[src/rtl/sfifo_wr_arbiter_if.sv]
// Shared-write-port bundle between NumReq producers, the round-robin arbiter and one SFIFO.
// master: the arbiter side; slave: the producers plus the FIFO side.
interface sfifo_wr_arbiter_if #(
  parameter int unsigned NumReq = 4,
  parameter int unsigned Width  = 8,
  parameter int unsigned IdW    = (NumReq > 1) ? $clog2(NumReq) : 1
);

  logic [NumReq-1:0]       ReqVec;
  logic [NumReq*Width-1:0] ReqData;
  logic                    FIFOFull;
  logic                    FIFOWrReq;
  logic [Width-1:0]        WRData;
  logic [NumReq-1:0]       AckVec;
  logic [IdW-1:0]          GrantId;
  logic                    Busy;

  modport master (
    input  ReqVec,
    input  ReqData,
    input  FIFOFull,
    output FIFOWrReq,
    output WRData,
    output AckVec,
    output GrantId,
    output Busy
  );

  modport slave (
    output ReqVec,
    output ReqData,
    output FIFOFull,
    input  FIFOWrReq,
    input  WRData,
    input  AckVec,
    input  GrantId,
    input  Busy
  );

endinterface

[src/rtl/sfifo_wr_arbiter.sv]
// Round-robin burst arbiter sharing one SFIFO write port among NumReq producers.
// An owner keeps the grant for up to BurstLen accepted beats, or while stalled on FIFOFull.
module sfifo_wr_arbiter #(
  parameter int unsigned NumReq   = 4,
  parameter int unsigned Width    = 8,
  parameter int unsigned BurstLen = 4
) (
  input logic                clk,
  input logic                reset,
  sfifo_wr_arbiter_if.master bus
);

  localparam int unsigned IdW  = (NumReq > 1) ? $clog2(NumReq) : 1;
  localparam int unsigned CntW = $clog2(BurstLen + 1);

  localparam logic [0:0] StIdle = 1'b0;
  localparam logic [0:0] StLock = 1'b1;

  // (id + k) mod NumReq for id, k < NumReq; correct for non-power-of-2 NumReq.
  function automatic logic [IdW-1:0] inc_wrap(input logic [IdW-1:0] id, input int unsigned k);
    int unsigned sum;
    sum = 32'(id) + k;
    if (sum >= NumReq) begin
      sum = sum - NumReq;
    end
    return IdW'(sum);
  endfunction

  logic [0:0]        r_state;
  logic [IdW-1:0]    r_ptr;
  logic [IdW-1:0]    r_owner;
  logic [CntW-1:0]   r_cnt;

  logic [0:0]        w_state_nxt;
  logic [IdW-1:0]    w_ptr_nxt;
  logic [IdW-1:0]    w_owner_nxt;
  logic [CntW-1:0]   w_cnt_nxt;

  logic [IdW-1:0]    w_scan_id;
  logic              w_scan_hit;
  logic              w_lock;
  logic [IdW-1:0]    w_cur;
  logic              w_valid;
  logic              w_write;
  logic [CntW-1:0]   w_cnt_inc;
  logic [Width-1:0]  w_wr_data;
  logic [NumReq-1:0] w_ack;

  // First requester at or after r_ptr, wrapping past NumReq-1.
  always_comb begin
    w_scan_id  = r_ptr;
    w_scan_hit = 1'b0;
    for (int unsigned k = 0; k < NumReq; k++) begin
      if (!w_scan_hit && bus.ReqVec[inc_wrap(r_ptr, k)]) begin
        w_scan_id  = inc_wrap(r_ptr, k);
        w_scan_hit = 1'b1;
      end
    end
  end

  assign w_lock    = (r_state == StLock);
  assign w_cur     = w_lock ? r_owner : w_scan_id;
  assign w_valid   = w_lock ? bus.ReqVec[r_owner] : w_scan_hit;
  assign w_write   = w_valid & ~bus.FIFOFull & reset;
  assign w_cnt_inc = r_cnt + 1'b1;

  always_comb begin
    w_wr_data = '0;
    w_ack     = '0;
    for (int unsigned i = 0; i < NumReq; i++) begin
      if (w_cur == IdW'(i)) begin
        w_wr_data = bus.ReqData[i*Width +: Width];
        w_ack[i]  = w_write;
      end
    end
  end

  always_comb begin
    w_state_nxt = r_state;
    w_ptr_nxt   = r_ptr;
    w_owner_nxt = r_owner;
    w_cnt_nxt   = r_cnt;
    case (r_state)
      StIdle: begin
        if (w_write) begin
          if (BurstLen == 1) begin
            w_ptr_nxt = inc_wrap(w_cur, 1);
          end else begin
            w_owner_nxt = w_cur;
            w_cnt_nxt   = CntW'(1);
            w_state_nxt = StLock;
          end
        end else if (w_valid) begin
          // Stalled on full: lock so no other producer can overtake this one.
          w_owner_nxt = w_cur;
          w_cnt_nxt   = '0;
          w_state_nxt = StLock;
        end
      end
      StLock: begin
        if (w_write) begin
          if (w_cnt_inc == CntW'(BurstLen)) begin
            w_ptr_nxt   = inc_wrap(r_owner, 1);
            w_cnt_nxt   = '0;
            w_state_nxt = StIdle;
          end else begin
            w_cnt_nxt = w_cnt_inc;
          end
        end else if (!bus.ReqVec[r_owner]) begin
          w_ptr_nxt   = inc_wrap(r_owner, 1);
          w_cnt_nxt   = '0;
          w_state_nxt = StIdle;
        end
      end
      default: begin
        w_state_nxt = StIdle;
      end
    endcase
  end

  always_ff @(posedge clk) begin
    if (!reset) begin
      r_state <= StIdle;
      r_ptr   <= '0;
      r_owner <= '0;
      r_cnt   <= '0;
    end else begin
      r_state <= w_state_nxt;
      r_ptr   <= w_ptr_nxt;
      r_owner <= w_owner_nxt;
      r_cnt   <= w_cnt_nxt;
    end
  end

  assign bus.FIFOWrReq = w_write;
  assign bus.WRData    = w_wr_data;
  assign bus.AckVec    = w_ack;
  assign bus.GrantId   = w_cur;
  assign bus.Busy      = w_lock;

endmodule

[src/flat_wrapper.sv]
// flat-port wrapper written by rule: the top's interface ports become plain ports
module sfifo_wr_arbiter_flat 
#(
  parameter int unsigned NumReq   = 4,
  parameter int unsigned Width    = 8,
  parameter int unsigned BurstLen = 4
)
  (clk, reset, bus_ReqVec, bus_ReqData, bus_FIFOFull, bus_FIFOWrReq, bus_WRData, bus_AckVec, bus_GrantId, bus_Busy);
  sfifo_wr_arbiter_if #(.NumReq(NumReq), .Width(Width)) bus_i ();
  input logic clk;
  input logic reset;
  input wire logic [$bits(bus_i.ReqVec)-1:0] bus_ReqVec;
  input wire logic [$bits(bus_i.ReqData)-1:0] bus_ReqData;
  input wire logic [$bits(bus_i.FIFOFull)-1:0] bus_FIFOFull;
  output wire logic [$bits(bus_i.FIFOWrReq)-1:0] bus_FIFOWrReq;
  output wire logic [$bits(bus_i.WRData)-1:0] bus_WRData;
  output wire logic [$bits(bus_i.AckVec)-1:0] bus_AckVec;
  output wire logic [$bits(bus_i.GrantId)-1:0] bus_GrantId;
  output wire logic [$bits(bus_i.Busy)-1:0] bus_Busy;
  assign bus_i.ReqVec = bus_ReqVec;
  assign bus_i.ReqData = bus_ReqData;
  assign bus_i.FIFOFull = bus_FIFOFull;
  assign bus_FIFOWrReq = bus_i.FIFOWrReq;
  assign bus_WRData = bus_i.WRData;
  assign bus_AckVec = bus_i.AckVec;
  assign bus_GrantId = bus_i.GrantId;
  assign bus_Busy = bus_i.Busy;
  sfifo_wr_arbiter #(.NumReq(NumReq), .Width(Width), .BurstLen(BurstLen)) u_core (.clk(clk), .reset(reset), .bus(bus_i));
endmodule
[config.mk]
export PLATFORM = sky130hd
export DESIGN_NAME = sfifo_wr_arbiter_flat
export DESIGN_NICKNAME = d
export VERILOG_FILES = /design/src/rtl/sfifo_wr_arbiter_if.sv /design/src/rtl/sfifo_wr_arbiter.sv /design/src/flat_wrapper.sv
export SDC_FILE = /design/constraint.sdc
export NUM_CORES = 1
export LEC_CHECK = 0
export BUFFER_PORTS_ARGS = -buffer_cell sky130_fd_sc_hd__buf_2
export CAP_MARGIN = 20
export CELL_PAD_IN_SITES_DETAIL_PLACEMENT = 1
export CELL_PAD_IN_SITES_GLOBAL_PLACEMENT = 2
export CORE_MARGIN = 1.5
export CORE_UTILIZATION = 23
export CTS_BUF_LIST = sky130_fd_sc_hd__clkbuf_4
export DETAILED_ROUTE_END_ITERATION = 16
export PLACE_DENSITY = 0.93
export SYNTH_ARGS = -nofsm -noshare
export SYNTH_HDL_FRONTEND = slang
export SYNTH_SLANG_ARGS = --single-unit
[constraint.sdc]
create_clock -name clk -period 2 [get_ports clk]
set_clock_uncertainty 0.05 [all_clocks]
set_input_delay 0 -clock clk [delete_from_list [all_inputs] [get_ports clk]]
set_output_delay 0 -clock clk [all_outputs]
set_load 0.005 [all_outputs]
==> out/results.ini <==
[clock_network]
clk_pin_slew_ns=0.06
cts_tree=yes
clkLatencyLatePin_ns=0.26
root_buffer=clkbuf_4
cts_inserted_buffers=3
clkSinkCount=8
h-tree-depth=1
clockBufferDepth=2

[floorplanning]
core_region_area_um2=3660
start_util_pct=24.0
die_h_um=64.8
die_w_um=64.8
io_pins=55
dieArea_um2=4200
std_cell_rows=22

[power_and_ir_drop]
p_per_area_nw_per_um2=545
fin_total_pwr_mw=0.718
max-vdd-ir-drop_mv=0.291
leakagePower_nw=0.629

[synthesis]
yosys_warnings=0
synthCells=101
synth_seq_cells=8
synth_top_area_share_pct=27.3
synth_fp_nets=143
synth.avg_cell_area_um2=8.71
async_reset_ff_share_pct=0
ys_types=37
yosysTopAreaCell=mux2i_1
ys_seq_area_share_pct=18.2
synth.area.top_cells=mux2i_1 (27%), dfxtp_1 (18%), nor2b_1 (7.1%)
syn_area_um2=880
ys.flop_type=dfxtp_1
synth_edf_count=0

[route]
drc_errors=0
ant_nets=0
via_per_inst=4.68
routed_wl_mm=2.94
first_pass_iters=4
drtIter0Drc=23
wl_per_cell_um=13.9
vias=988

[job]
maxCapViolCount=0

[final_layout]
n_antenna_cell=0
layout-drive-gt1-share_pct=44.8
fin_area_um2=1320
finalNetCount=207
final_cells=211
finish.utilization_pct=36.0
syn_to_final_growth_pct=49.6

[critical_path]
worst_setup_path_end_kind=output pin
startpoint_type=register
cp_slowest_cell=dfxtp_4
path_max_fanout=10
cpMostUsedCell=mux2i_1
crit_arrival_ns=1.95
required_ns=1.95
critPathKind=reg -> out
slowest_delay_ns=0.38
path_cells=nand2_2 -> a221o_1 -> o31ai_4 -> buf_4 -> buf_12 -> mux2i_1 -> mux2i_1 -> buf_2

[global_routing]
grt_max_degree=20
grt_util_met3_pct=2.43
antenna_found_initial=0
grt_pass1_vias=993
busiest_layer=met2
grt_first_pass_wirelength_mm=4.37
met2_usage_pct=26.2
grtUsageMet1_pct=14.0
overflow=0
track_usage_pct=13.1

[placement]
placed_cell_area_um2=1220
gp_congestion=0.798
port_buffers=54
hpwl_mm=2.36
dp.cells=203

[sta]
period_share_pct=99.8
slew_headroom_pct=71.1
rsz0062_at_grt=yes
setup_viol=0
fin_crit_ns=2.00
tightestPinTransition_ns=0.430
finalHoldViolCount=0
drv_slew=0
holdWs_ns=0.117
max_freq_mhz=501

[hold_path]
hold_path_class=in -> reg

[status]
outcome=finished clean

## worst paths after layout
| check | slack [ns] | depth (start not counted) | endpoint | startpoint |
|---|---|---|---|---|
| worst max-delay path | 0.005 | 8 | bus_WRData[3] | u_core.r_ptr[1] |
| worst min-delay path | 0.12 | 4 | u_core.r_cnt[1] | bus_FIFOFull |
| worst max register to register | 0.31 | 4 | u_core.r_ptr[0] | u_core.r_owner[0] |
| worst min register to register | 0.46 | 1 | u_core.r_cnt[2] | u_core.r_cnt[2] |
## what timing repair did
action                                  4_1_cts  5_1_grt
gates resized for setup                       1        4
hold buffers                                  1        0
endpoints found under the hold margin         3        0
gates cloned                                  0        2
endpoints found under the setup margin        8        8
buffers inserted                              0        2
## cells in the mapped netlist, types with 2 or more instances
cell      count
a21oi_1       3
dfxtp_1       8
ha_1          3
inv_1         5
mux2i_1      24
nand2_1       8
nand2b_1      2
nand3_1       2
nor2_1        4
nor2b_1      10
nor3_1        2
o211a_1       2
o21ai_0       3
or2_1         2
## sequential cells by signal, summed over array words and instances, names as in the netlist
signal and cells:
u_core.r_cnt 3, u_core.r_owner 2, u_core.r_ptr 2, u_core.bus.Busy 1
## cell usage in the layout (no fill, tap or decap), types with 3 or more instances in the layout
master and instances:
dfxtp_1 6, mux2i_1 24, o21ai_0 3, clkbuf_4 3, nor2b_1 10, buf_4 5, buf_2 54, nor2_1 4
ha_1 3, nand2_1 7, inv_1 5
## cell families (layout without fill, tap and decap cells)
logic type | after synthesis | in the layout | synth area share [%]
AND/OR/NAND/NOR | 36 | 36 | 23.6
adder cells (fa/ha/maj) | 3 | 3 | 4.27
multiplexers | 25 | 25 | 29.9
AO/OA/AOI/OAI | 19 | 19 | 16.4
flip-flops | 8 | 8 | 18.2
buffers and inverters | 9 | 71 | 6.68
XOR/XNOR | 1 | 1 | 0.996
## critical path: cells and delay by family (launching register included)
kind,cells,cell delay [ns]
AO/OA/AOI/OAI,2,0.53
buffers and inverters,3,0.43
flip-flops,1,0.38
multiplexers,2,0.29
AND/OR/NAND/NOR,1,0.06
## metrics by stage
| step | TNS (ns) | worst slack [ns] |
|---|---|---|
| after floorplan | 0 | 0.416 |
| after CTS | 0 | 0.0205 |
| after global routing | -0.476 | -0.0731 |
| after global placement | 0 | 0.298 |
| after detailed placement | 0 | 0.244 |
| final | 0 | 0.00469 |
## cell type report
type	instances	area, um^2
Clock buffer	3	22.5
Fill cell	461	2340
Inverter	5	18.8
Multi-Input combinational cell	84	676
Sequential cell	8	165
Tap cell	48	60.1
Timing Repair Buffer	63	374
## per-layer routing
metal	vias to the layer above	wire length [um]
met5	-	0
met4	0	19
met3	2	75
met2	16	1640
met1	472	1200
li1	498	-
## power by group
part           switching, mW  internal [mW]
combinational          0.180          0.217
clock                 0.0635         0.0693
sequential            0.0146          0.174
(Power assumes the default switching activity.)
